File: src/rtl/seq_adder32_pkg.sv
// Shared ALU definitions: default operand width, FSM encodings and the
// signed-overflow helper used when a sequential add/sub completes.
package seq_adder32_pkg;

    localparam int DEFAULT_WIDTH = 32;

    typedef enum logic [1:0] {
        IDLE = 2'd0,
        RUN  = 2'd1,
        DONE = 2'd2
    } state_t;

    // Two's-complement overflow: operands agree in sign, result disagrees.
    function automatic logic signed_ovf(input logic a_msb,
                                        input logic b_msb,
                                        input logic s_msb);
        return (a_msb == b_msb) && (s_msb != a_msb);
    endfunction

endpackage

File: src/rtl/seq_adder32_bit2_adder.sv
// Two-bit ripple slice: s/cout = a + b + cin. This is the only arithmetic
// element of the sequential adder; it is reused every RUN cycle.
module bit2_adder
    import seq_adder32_pkg::*;
(
    input  logic [1:0] a,
    input  logic [1:0] b,
    input  logic       cin,
    output logic [1:0] s,
    output logic       cout
);

    logic [2:0] total_s;

    assign total_s = {1'b0, a} + {1'b0, b} + {2'b00, cin};
    assign s       = total_s[1:0];
    assign cout    = total_s[2];

endmodule

File: src/rtl/seq_adder32.sv
// Sequential WIDTH-bit adder/subtractor. Subtraction is a + ~b + 1, so the
// operand B is inverted and the carry seeded with 1 when sub is sampled.
// Two result bits are produced per RUN cycle and shifted into the top of sum.
module seq_adder32
    import seq_adder32_pkg::*;
#(
    parameter int WIDTH = DEFAULT_WIDTH
) (
    input  logic             clk,
    input  logic             rst,
    input  logic             start,
    input  logic             sub,
    input  logic [WIDTH-1:0] a,
    input  logic [WIDTH-1:0] b,
    output logic             busy,
    output logic             done,
    output logic [WIDTH-1:0] sum,
    output logic             cout,
    output logic             ovf,
    output logic             zero
);

    localparam int                CNT_W    = $clog2(WIDTH / 2);
    localparam logic [CNT_W-1:0]  LAST_CNT = CNT_W'(WIDTH / 2 - 1);

    state_t             state_r;
    state_t             next_s;
    logic               accept_s;
    logic [WIDTH-1:0]   a_r;
    logic [WIDTH-1:0]   b_r;
    logic               carry_r;
    logic [CNT_W-1:0]   cnt_r;
    logic [WIDTH-1:0]   sum_r;
    logic               a_msb_r;
    logic               b_msb_r;
    logic               busy_r;
    logic               done_r;
    logic               cout_r;
    logic               ovf_r;
    logic               zero_r;
    logic [1:0]         slice_sum_s;
    logic               slice_cout_s;
    logic [WIDTH-1:0]   sum_next_s;

    bit2_adder u_slice (
        .a    (a_r[1:0]),
        .b    (b_r[1:0]),
        .cin  (carry_r),
        .s    (slice_sum_s),
        .cout (slice_cout_s)
    );

    // Result after this cycle's slice lands in the top two bits.
    assign sum_next_s = {slice_sum_s, sum_r[WIDTH-1:2]};

    // State register.
    always_ff @(posedge clk or posedge rst) begin
        if (rst) begin
            state_r <= IDLE;
        end else begin
            state_r <= next_s;
        end
    end

    // Next-state logic; a new request is only taken in IDLE or DONE.
    always_comb begin
        next_s   = state_r;
        accept_s = 1'b0;
        case (state_r)
            IDLE: begin
                if (start) begin
                    next_s   = RUN;
                    accept_s = 1'b1;
                end else begin
                    next_s = IDLE;
                end
            end
            RUN: begin
                if (cnt_r == LAST_CNT) begin
                    next_s = DONE;
                end else begin
                    next_s = RUN;
                end
            end
            DONE: begin
                if (start) begin
                    next_s   = RUN;
                    accept_s = 1'b1;
                end else begin
                    next_s = IDLE;
                end
            end
            default: begin
                next_s = IDLE;
            end
        endcase
    end

    // Datapath: operand capture, per-cycle slice accumulation, final flags.
    always_ff @(posedge clk or posedge rst) begin
        if (rst) begin
            a_r     <= '0;
            b_r     <= '0;
            carry_r <= 1'b0;
            cnt_r   <= '0;
            sum_r   <= '0;
            a_msb_r <= 1'b0;
            b_msb_r <= 1'b0;
            busy_r  <= 1'b0;
            done_r  <= 1'b0;
            cout_r  <= 1'b0;
            ovf_r   <= 1'b0;
            zero_r  <= 1'b0;
        end else begin
            busy_r <= (next_s == RUN);
            done_r <= (next_s == DONE);
            if (accept_s) begin
                a_r     <= a;
                b_r     <= b ^ {WIDTH{sub}};
                carry_r <= sub;
                cnt_r   <= '0;
                sum_r   <= '0;
                // MSBs are shifted out during RUN, so keep them for overflow.
                a_msb_r <= a[WIDTH-1];
                b_msb_r <= b[WIDTH-1] ^ sub;
            end else if (state_r == RUN) begin
                sum_r   <= sum_next_s;
                a_r     <= a_r >> 2;
                b_r     <= b_r >> 2;
                carry_r <= slice_cout_s;
                cnt_r   <= cnt_r + CNT_W'(1);
                if (cnt_r == LAST_CNT) begin
                    cout_r <= slice_cout_s;
                    ovf_r  <= signed_ovf(a_msb_r, b_msb_r, sum_next_s[WIDTH-1]);
                    zero_r <= (sum_next_s == '0);
                end
            end
        end
    end

    assign busy = busy_r;
    assign done = done_r;
    assign sum  = sum_r;
    assign cout = cout_r;
    assign ovf  = ovf_r;
    assign zero = zero_r;

endmodule
File: config.mk
export PLATFORM = sky130hd
export DESIGN_NAME = seq_adder32
export DESIGN_NICKNAME = d
export VERILOG_FILES = /design/src/rtl/seq_adder32_pkg.sv /design/src/rtl/seq_adder32_bit2_adder.sv /design/src/rtl/seq_adder32.sv
export SDC_FILE = /design/constraint.sdc
export NUM_CORES = 1
export LEC_CHECK = 0
export BUFFER_PORTS_ARGS = -buffer_cell sky130_fd_sc_hd__buf_2
export CORE_MARGIN = 4
export CORE_UTILIZATION = 49
export DETAILED_ROUTE_END_ITERATION = 8
export PLACE_DENSITY = 0.76
export SYNTH_ARGS = -nofsm -noshare
export SYNTH_HDL_FRONTEND = slang
export SYNTH_SLANG_ARGS = --single-unit
File: constraint.sdc
create_clock -name clk -period 4.1 [get_ports clk]
set_input_delay 1.23 -clock clk [delete_from_list [all_inputs] [get_ports clk]]
set_output_delay 1.23 -clock clk [all_outputs]
set_load 0.005 [all_outputs]
==> impl_results.md <==
- Status: finished clean
- Least-Margin Pin Slew: 0.988 ns
- Die Y: 109 um
- Most frequent cells in the layout: dfrtp_1 (110), buf_2 (104), nand2_1 (101)
- Post-Place Cells: 684
- CP Cell Sequence: inv_1 -> fa_1 -> inv_1 -> fa_1 -> nor4b_1 -> nand4_1 -> o41ai_2
- Post-synth EDFFs: 0
- Initial DRC count: 321
- TritonCTS clock tree: built
- Diode count: 0
- Rel. slew slack: 34.0%
- Non-filler cells, final: 700
- Final Hold Vio Count: 0
- Gr ovfl total: 0
- CP arrival: 2.45 ns
- Largest net degree at the start of global routing: 100
- Synth area leaders: dfrtp_1 (55%), nand2_1 (7.6%), a22o_1 (6.1%), xor2_1 (5.4%), a22oi_1 (4.4%)
- Synth area leader: dfrtp_1
- Worst vdd ir: 0.330 mV
- PD cells: around 710 nW/um^2
- Worst setup SP type: flop
- Starting Density: about half
- Setup TNS: 0 ns
- # resized after CTS: 0
- Share of post-route cells with drive strength above 1: between 20% and 30%
- Max-slew violations: 0
- HPWL Detailed: 7020 um
- Post-CTS Setup Bufs: 0
- Commonest non-fill, non-tap cell in the layout: dfrtp_1
- Routed length per instance: 15.4 um
- Maxcap violations: 0
- Synth Cell Area: 5000 um^2
- Critical path peak fanout: 4
- Worst Skew: approximately 0.012 ns
- Max incr delay on CP: 0.47 ns
- Initial antenna violation count: 0
- Number of global-route vias before repair: 3582
- IO buf count: 104
- # nets final: 633
- Clock tree root driver cell: clkbuf_8
- Final min period: 2.19 ns
- Register area share after synthesis: 55.1%
- Overall power: roughly 4100 uW
- Post-route ant nets: 0
- Req. time, crit path: between 4 and 5 ns
- TritonCTS Buffers: 9
- Syn avg cell area: 10.4 um^2
- Cell family with most CP delay: adder cells
- Buf/Inv on CP: 2
- Area grow syn2layout: 13.6%
- First-pass GRT wire length: roughly 18000 um
- Yosys top cell area share: 55.1%
- Ys async rst share: 100%
- Leakage: 0.00280 uW
- Syn nets: 553
- Rows: 36
- Total track usage: a little under a fifth
- Die area: 11900 um^2
- Hold Buf Count CTS: 0
- GPL Wtd Cong: 0.787
- H-tree depth: 3
- DR pass1 iterations: 5
- Clk slew on worst S/H paths: approximately 0.10 ns
- Clock Sinks: 110
- Ys Warns: 0
- Ports: ~110
- Worst Setup End Kind: flop
- Cell variety after synth: 33
- Type of the most critical hold path: flop to flop
- Min Hold Slack: 0.482 ns
- Clk_lat worst skew: 0.36 ns
- Max Root-Sink Buffers: 2
- Chip Width: about 110 um
- DR DRC count: 0
- Routed wire length: 10800 um
- Top_reg_cell synth: dfrtp_1
- Vias: 3779
- # setup viols final: 0
- Critical path's slowest cell: fa_1
- Mapped Cells: 482
- Core area: 9860 um^2
- Flops & latches, synth: 110
- Tcrit/Tclk final: a little over half
- Critical path class: flop to flop
- RSZ-0062 raised after global routing: false
- Routed vias/inst: 5.40
- Top achievable clock speed: 0.456 GHz
==> synth_stat cells, types with 3 or more instances <==
cell type and instances:
dfrtp_1 110, nand2_1 101, a22o_1 35, nor2_1 32
a31oi_1 31, nand3_1 31, xor2_1 31, a22oi_1 29
buf_2 24, buf_4 8, buf_6 7, nor4_1 7
inv_1 5, mux2_2 3, nand2b_1 3, nand4_1 3
==> metal layers <==
layer | up-vias | wire length [um] | track usage [%]
met5 | - | 0 | 0
li1 | 1844 | - | -
met3 | 10 | 775 | 5.98
met1 | 1818 | 4750 | 25.9
met4 | 0 | 140 | 5.41
met2 | 107 | 5120 | 28.6
==> cell families (layout without fill, tap and decap cells) <==
| logic type | Yosys count | after routing | synth area share [%] |
|---|---|---|---|
| simple gates | 183 | 183 | 15.7 |
| compound gates | 103 | 103 | 15.7 |
| mux | 5 | 5 | 1.08 |
| flops | 110 | 110 | 55.1 |
| fa+ha+maj | 3 | 3 | 1.05 |
| buf+inv | 46 | 131 | 5.71 |
| xor+xnor | 32 | 32 | 5.61 |
==> path summary, 6_finish.rpt <==
kind                                 startpoint              endpoint  slack [ns]  cells past startpoint
setup / recovery             b_r[0]$_DFFE_PP0P_      zero$_DFFE_PP0P_        1.91                      7
hold / removal             cnt_r[3]$_DFFE_PP0P_  cnt_r[3]$_DFFE_PP0P_        0.48                      1
setup reg to reg             b_r[0]$_DFFE_PP0P_      zero$_DFFE_PP0P_        1.91                      7
hold reg to reg            cnt_r[3]$_DFFE_PP0P_  cnt_r[3]$_DFFE_PP0P_        0.48                      1
max in group asynchronous                   rst   b_r[28]$_DFFE_PP0P_        2.22                      3
min in group asynchronous                   rst   sum[13]$_DFFE_PP0P_        1.08                      2
==> stage by stage <==
step / cell area (um^2) / util (%) / worst slack, ns
detailed placement: 5490 / 55.7 / 1.58
floorplan: 5000 / - / 1.54
global route: 5680 / 57.6 / 1.78
global placement: 5490 / 55.7 / 1.63
CTS: 5680 / 57.6 / 1.87
finish: 5680 / 57.6 / 1.91
==> registers in the layout, summed over array words and instances (netlist names) <==
| name | cells |
|---|---|
| cnt_r | 4 |
| a_msb_r | 1 |
| state_r | 2 |
| b_r | 32 |
| zero | 1 |
| cout | 1 |
| done | 1 |
| b_msb_r | 1 |
| sum | 32 |
| busy | 1 |
| carry_r | 1 |
| a_r | 32 |
| ovf | 1 |
==> power breakdown <==
part	switching (uW)	internal, uW
Combinational	853	691
Clock	346	257
Sequential	343	1570
==> layout make-up <==
class                   instances  area [um^2]
fillers                       849         4190
flip-flops and latches        110         2750
multi-input cells             326         1970
repair buffers                110          578
well taps                     133          166
clock buffers                  12          155
clock inverters                 4         30.0
inverters                       5         22.5
No activity file was read; power rests on OpenSTA's default activity.
